File: src/rtl/bias_add_stage.sv
// -----------------------------------------------------------------------------
// bias_add_stage
//
// Purpose:
//   Adds a per-output-channel bias to accumulator pixels in the cnna
//   accumulate path. For every output-channel group one C_LANES-wide bias
//   word is fetched from the bias RAM. The group's accumulator pixels are then
//   streamed through a saturating signed add (one pixel per cycle) and passed
//   to the requantise/write-back stage over a valid/ready handshake.
//   An ap_start/ap_done pair controls each operation.
//
// Optional feature (compile-time macro BIAS_ADD_RELU_EN):
//   When defined, any lane whose saturated result is negative is forced to 0.
//   Latency and handshake are the same with or without the macro.
//
// Ports:
//   I_clk, I_rst     clock, synchronous active-high reset
//   I_ap_start       level start, held high for the whole operation
//   O_ap_done        operation complete (high in DONE while I_ap_start high)
//   I_cgroup_num     number of channel groups
//   I_pix_num        pixels per channel group
//   O_braddr         bias RAM read address (4 addresses per bias word)
//   I_brdata         bias RAM read data, valid 2 cycles after O_braddr changes
//   I_acc_valid / O_acc_ready / I_acc_data   accumulator pixel input
//   O_res_valid / I_res_ready / O_res_data   biased result output
// -----------------------------------------------------------------------------
module bias_add_stage #(
    parameter int C_LANES          = 16,
    parameter int C_ACC_WIDTH      = 32,
    parameter int C_LBIAS_WIDTH    = 512,
    parameter int C_RAM_ADDR_WIDTH = 10,
    parameter int C_CNT_WIDTH      = 16
) (
    input  logic                          I_clk,
    input  logic                          I_rst,
    input  logic                          I_ap_start,
    output logic                          O_ap_done,
    input  logic [C_RAM_ADDR_WIDTH-3:0]   I_cgroup_num,
    input  logic [C_CNT_WIDTH-1:0]        I_pix_num,
    output logic [C_RAM_ADDR_WIDTH-1:0]   O_braddr,
    input  logic [C_LBIAS_WIDTH-1:0]      I_brdata,
    input  logic                          I_acc_valid,
    output logic                          O_acc_ready,
    input  logic [C_LBIAS_WIDTH-1:0]      I_acc_data,
    output logic                          O_res_valid,
    input  logic                          I_res_ready,
    output logic [C_LBIAS_WIDTH-1:0]      O_res_data
);

    localparam int C_CG_WIDTH = C_RAM_ADDR_WIDTH - 2;
    localparam logic [C_ACC_WIDTH-1:0] C_SAT_MAX = {1'b0, {(C_ACC_WIDTH-1){1'b1}}};
    localparam logic [C_ACC_WIDTH-1:0] C_SAT_MIN = {1'b1, {(C_ACC_WIDTH-1){1'b0}}};
    localparam logic [C_CG_WIDTH-1:0]  C_CG_ONE  = {{(C_CG_WIDTH-1){1'b0}}, 1'b1};
    localparam logic [C_CNT_WIDTH-1:0] C_PIX_ONE = {{(C_CNT_WIDTH-1){1'b0}}, 1'b1};

    typedef enum logic [2:0] {
        S_IDLE,
        S_FETCH,
        S_RUN,
        S_DRAIN,
        S_DONE
    } state_t;

    state_t                        state_reg, state_next;
    logic                          start_d_reg;
    logic [C_CG_WIDTH-1:0]         cg_num_reg;
    logic [C_CNT_WIDTH-1:0]        pix_num_reg;
    logic [C_CG_WIDTH-1:0]         cg_reg;
    logic [C_CNT_WIDTH-1:0]        pix_reg;
    logic [1:0]                    wait_reg;
    logic [C_RAM_ADDR_WIDTH-1:0]   braddr_reg;
    logic [C_LBIAS_WIDTH-1:0]      bias_reg;
    logic                          res_valid_reg;
    logic [C_LBIAS_WIDTH-1:0]      res_data_reg;

    logic                          acc_ready_c;
    logic                          ap_done_c;
    logic                          start_rise;
    logic                          accept;
    logic                          last_pix;
    logic                          last_cg;
    logic                          abort;
    logic [C_CG_WIDTH-1:0]         cg_inc;
    logic [C_LBIAS_WIDTH-1:0]      sum_all;

    assign start_rise = I_ap_start && !start_d_reg;
    assign accept     = acc_ready_c && I_acc_valid;
    assign last_pix   = (pix_reg == pix_num_reg - C_PIX_ONE);
    assign last_cg    = (cg_reg == cg_num_reg - C_CG_ONE);
    assign cg_inc     = cg_reg + C_CG_ONE;
    // Dropping I_ap_start while busy abandons the operation.
    assign abort      = !I_ap_start &&
                        (state_reg == S_FETCH || state_reg == S_RUN || state_reg == S_DRAIN);

    // ------------------------------------------------------------------
    // Per-lane saturating add. Both operands are sign-extended by one bit,
    // so overflow shows up as the top two sum bits disagreeing.
    // ------------------------------------------------------------------
    for (genvar gi = 0; gi < C_LANES; gi++) begin : g_lane
        localparam int LSB = gi * C_ACC_WIDTH;
        localparam int MSB = LSB + C_ACC_WIDTH - 1;

        logic [C_ACC_WIDTH:0]   sum_w;
        logic [C_ACC_WIDTH-1:0] sat_w;

        assign sum_w = {I_acc_data[MSB], I_acc_data[MSB:LSB]} +
                       {bias_reg[MSB], bias_reg[MSB:LSB]};

        always_comb begin
            sat_w = sum_w[C_ACC_WIDTH-1:0];
            if (sum_w[C_ACC_WIDTH] != sum_w[C_ACC_WIDTH-1]) begin
                sat_w = sum_w[C_ACC_WIDTH] ? C_SAT_MIN : C_SAT_MAX;
            end
        end

`ifdef BIAS_ADD_RELU_EN
        assign sum_all[MSB:LSB] = sat_w[C_ACC_WIDTH-1] ? '0 : sat_w;
`else
        assign sum_all[MSB:LSB] = sat_w;
`endif
    end

    // ------------------------------------------------------------------
    // FSM: state register
    // ------------------------------------------------------------------
    always_ff @(posedge I_clk) begin
        if (I_rst) begin
            state_reg <= S_IDLE;
        end else begin
            state_reg <= state_next;
        end
    end

    // ------------------------------------------------------------------
    // FSM: next-state logic
    // ------------------------------------------------------------------
    always_comb begin
        state_next = state_reg;
        case (state_reg)
            S_IDLE: begin
                if (start_rise) begin
                    if (I_cgroup_num == '0 || I_pix_num == '0) begin
                        state_next = S_DONE;
                    end else begin
                        state_next = S_FETCH;
                    end
                end
            end
            S_FETCH: begin
                if (abort) begin
                    state_next = S_IDLE;
                end else if (wait_reg == 2'd2) begin
                    state_next = S_RUN;
                end
            end
            S_RUN: begin
                if (abort) begin
                    state_next = S_IDLE;
                end else if (accept && last_pix) begin
                    state_next = last_cg ? S_DRAIN : S_FETCH;
                end
            end
            S_DRAIN: begin
                if (abort) begin
                    state_next = S_IDLE;
                end else if (!res_valid_reg || I_res_ready) begin
                    state_next = S_DONE;
                end
            end
            S_DONE: begin
                if (!I_ap_start) begin
                    state_next = S_IDLE;
                end
            end
            default: state_next = S_IDLE;
        endcase
    end

    // ------------------------------------------------------------------
    // FSM: outputs. acc_ready is gated by I_ap_start so that no pixel is
    // taken in the cycle an abort is being signalled.
    // ------------------------------------------------------------------
    always_comb begin
        acc_ready_c = 1'b0;
        ap_done_c   = 1'b0;
        case (state_reg)
            S_RUN:   acc_ready_c = I_ap_start && (!res_valid_reg || I_res_ready);
            S_DONE:  ap_done_c   = I_ap_start;
            default: ;
        endcase
    end

    // ------------------------------------------------------------------
    // Counters, bias fetch and the result register
    // ------------------------------------------------------------------
    always_ff @(posedge I_clk) begin
        if (I_rst) begin
            start_d_reg   <= 1'b0;
            cg_num_reg    <= '0;
            pix_num_reg   <= '0;
            cg_reg        <= '0;
            pix_reg       <= '0;
            wait_reg      <= '0;
            braddr_reg    <= '0;
            bias_reg      <= '0;
            res_valid_reg <= 1'b0;
            res_data_reg  <= '0;
        end else begin
            start_d_reg <= I_ap_start;

            case (state_reg)
                S_IDLE: begin
                    if (start_rise) begin
                        cg_num_reg  <= I_cgroup_num;
                        pix_num_reg <= I_pix_num;
                        cg_reg      <= '0;
                        pix_reg     <= '0;
                        wait_reg    <= '0;
                        braddr_reg  <= '0;
                    end
                end
                S_FETCH: begin
                    // The RAM answers two cycles after the address moved,
                    // so the word is taken on the third FETCH cycle.
                    if (wait_reg == 2'd2) begin
                        bias_reg <= I_brdata;
                        wait_reg <= '0;
                    end else begin
                        wait_reg <= wait_reg + 2'd1;
                    end
                end
                S_RUN: begin
                    if (accept) begin
                        if (last_pix) begin
                            pix_reg <= '0;
                            if (!last_cg) begin
                                cg_reg     <= cg_inc;
                                braddr_reg <= {cg_inc, 2'b00};
                                wait_reg   <= '0;
                            end
                        end else begin
                            pix_reg <= pix_reg + C_PIX_ONE;
                        end
                    end
                end
                default: ;
            endcase

            // The result register may still be pending across a group
            // switch; it was computed with the old bias at accept time.
            if (abort) begin
                res_valid_reg <= 1'b0;
            end else if (accept) begin
                res_valid_reg <= 1'b1;
                res_data_reg  <= sum_all;
            end else if (I_res_ready) begin
                res_valid_reg <= 1'b0;
            end
        end
    end

    assign O_ap_done   = ap_done_c;
    assign O_acc_ready = acc_ready_c;
    assign O_braddr    = braddr_reg;
    assign O_res_valid = res_valid_reg;
    assign O_res_data  = res_data_reg;

endmodule

File: config.mk
export PLATFORM = sky130hd
export DESIGN_NAME = bias_add_stage
export DESIGN_NICKNAME = d
export VERILOG_FILES = /design/src/rtl/bias_add_stage.sv
export SDC_FILE = /design/constraint.sdc
export NUM_CORES = 2
export LEC_CHECK = 0
export ABC_AREA = 1
export CAP_MARGIN = 30
export CORE_AREA = 2 2 606 608
export CTS_CLUSTER_SIZE = 12
export DETAILED_ROUTE_END_ITERATION = 7
export DIE_AREA = 0 0 608 610
export HOLD_SLACK_MARGIN = 0.02
export MAX_ROUTING_LAYER = met4
export SYNTH_ARGS = -nofsm -noshare
export SYNTH_HDL_FRONTEND = slang
export SYNTH_SLANG_ARGS = --single-unit
File: constraint.sdc
create_clock -name I_clk -period 3.3 [get_ports I_clk]
set_input_delay 0.825 -clock I_clk [delete_from_list [all_inputs] [get_ports I_clk]]
set_output_delay 0.825 -clock I_clk [all_outputs]
set_load 0.005 [all_outputs]
==> metrics.yaml <==
outcome:
  outcome: "complete, no violations"
yosys:
  yosys-top-cells-area: "dfxtp_1 (31%), nand2_1 (12%), nor2_1 (9.5%)"
  syn-cell-area_um2: 69900
  syn_inst: 10454
  ys_ff_latch: 1079
  synth_most_common_cell: "nand2_1"
  synth.cells.most_frequent: "nand2_1 (2178), nor2_1 (1761), o21ai_0 (1274)"
  synth.distinct_cells: 52
  synth-main-ff-cell: "dfxtp_1"
  synth_top_area_share: 0.309
  yosysTopAreaCell: "dfxtp_1"
  syn_avg_cell_area_um2: 6.69
  yosys_warnings: 0
  synth_edf_count: 0
  yosysSeqAreaShare: 0.309
  async_flop_share: 0
cts:
  cts_setup_buffers: 0
  hold_buffers: 0
  htreeDepth: 4
  cts.sinks: 1079
  insertion_delay_ns: 0.86
  cts_tree: "built"
  numCtsBuffers: 144
  path_clk_slew_ns: 0.05
  clockRootBuffer: "clkbuf_16"
  clockBufferDepth: 4
  cts_resized: 0
sta:
  rsz0062_at_grt: "no"
  report.final.slew_viol_count: 0
  clock_skew_ns: 0.0854
  setup_viol: 0
  whs_ns: 0.463
  fmax_ghz: 0.313
  worst-slew-pin-transition_ns: 0.805
  finalHoldViolCount: 0
  post-route-period-util: 0.968
  tns_ns: 0
  relSlewSlack: 0.463
  setup_ws_ns: 0.105
  fin_crit_ns: 3.19
die:
  ioPinCount: 1578
  row_count: 222
  start_util: 0.192
  dieArea_um2: 371000
  die_y_um: 610
  die_w_um: 608
  core_area_um2: 364000
routing:
  drc: 0
  routedWlPerCell_um: 22.8
  ant_nets: 0
  viasPerCell: 4.47
  wl_um: 417000
  drt_iter0_markers: 6252
  vias: 81855
  first_pass_iters: 8
cells_and_area:
  drive_gt1_frac: 0.148
  design_area_um2: 107000
  fin_nets: 14847
  area_delta_synth_final_pct: 53.1
  num-fill-cells: 39973
critical_path:
  worstPathRequired_ns: 2.47
  slowest_stage: "clkdlybuf4s50_1"
  crit_chain: "clkdlybuf4s50_1 > inv_1 > nor2_4 > inv_2 > nor2_4 > buf_12 > clkdlybuf4s50_1"
  path_max_fanout: 3
  setup.worst_path.start_class: "primary input"
  slowest_delay_ns: 0.51
  worstReg2RegStart: "bias_reg[172]"
  crit_family: "buffers and inverters"
  worstPathArrival_ns: 2.37
  worstSetupEndpointType: "output pin"
  startpoint: "I_ap_start"
  worst-setup-path-type: "in -> out"
  worst-path-buf-inv: 5
grt:
  track_usage: 0.221
  overflow: 0
  grt_pass1_wl_um: 577000
  grt_start_max_net_pins: 119
  grt_pass1_vias: 78675
  antenna_found_initial: 135
placed_design:
  place_congestion: 1.01
  placed_area_um2: 102000
  port_buffers: 1575
  post-place-ws_ns: -0.496
  hpwlAfterDp_um: 359000
worst_hold_path:
  hp-start: "O_res_data[129]"
  hold_class: "reg -> reg"
power:
  power_mw: 56.5
  power.static_leakage_nw: 47.7
  pwr_density_cell_nw_per_um2: 528
  ir_drop_v: 0.000331
run:
  cap_violations: 0
-- per-layer routing --
metal | vias to the layer above | global-route usage | routed length (um)
met1 | 37925 | 0.254 | 168000
met4 | 0 | 0.126 | 27700
li1 | 40530 | - | -
met5 | - | - | 0
met3 | 679 | 0.0358 | 24900
met2 | 2721 | 0.365 | 196000
-- path summary, 6_finish.rpt --
kind,cells past startpoint,endpoint,slack (ns)
min,2,O_res_data[129],0.46
min reg2reg,2,O_res_data[129],0.46
max reg2reg,15,O_res_data[185],0.51
max,7,O_acc_ready,0.11
-- report_power, final --
group          switching, mW  leakage [nW]  internal, mW
combinational           13.6          36.6          10.5
clock                   6.77          2.37          9.83
sequential              1.31          8.72          14.5
total                   21.7          47.7          34.8
-- layout make-up --
cell class              instances  area, um2  share of cell area
multi-input cells            8319      43900               0.410
repair buffers               3057      27800               0.260
flip-flops and latches       1079      21600               0.202
well taps                    4816       6030              0.0563
clock buffers                 191       4070              0.0380
inverters                     661       2500              0.0234
clock inverters                64        815             0.00761
diodes                        124        310             0.00290
-- tightest hold or removal path: stages (launching register included) --
cell     delay [ns]
dfxtp_1        0.30
nand2_1        0.06
a21oi_1        0.05
-- kinds of logic after synthesis --
group	synth area share
other	0.0000536
buffers and inverters	0.0633
flip-flops	0.309
XOR/XNOR	0.0527
AO/OA/AOI/OAI	0.205
AND/OR/NAND/NOR	0.273
adder cells (fa/ha/maj)	0.0969
-- cell usage in the layout (no fill, tap or decap), types with 9 or more instances in the layout --
cell type        instances
bufinv_16               14
o21ai_0               1274
inv_2                   23
a21boi_0                13
nor2_1                1760
and2_1                   9
xor2_1                 356
a21oi_1               1068
clkbuf_8                20
o21bai_1                56
nand4_1                 38
fa_1                    16
a21o_1                  44
nor2_4                  10
xnor2_1                 62
dfxtp_1               1079
nand2_1               2177
nor3_1                 100
buf_12                  73
ha_1                   516
nand3_2                 14
clkdlybuf4s50_1       1572
nand3b_1                46
o211ai_1                31
nand2_2                 80
a31oi_1                 14
buf_4                 1412
nor2_2                  13
inv_1                  634
a21oi_2                101
clkbuf_1                23
diode_2                124
o2111ai_1               15
clkinvlp_4              13
clkbuf_16              148
nand3_1                388
o21ai_1                 27
nor4_1                  23
clkinv_2                20
o21a_1                  33
-- stage by stage --
step,cells,util
floorplan,10455,-
global placement,17932,0.279
detailed placement,17932,0.279
CTS,18187,0.293
global route,18299,0.294
finish,18311,0.294
No activity file was read; power rests on OpenSTA's default activity.
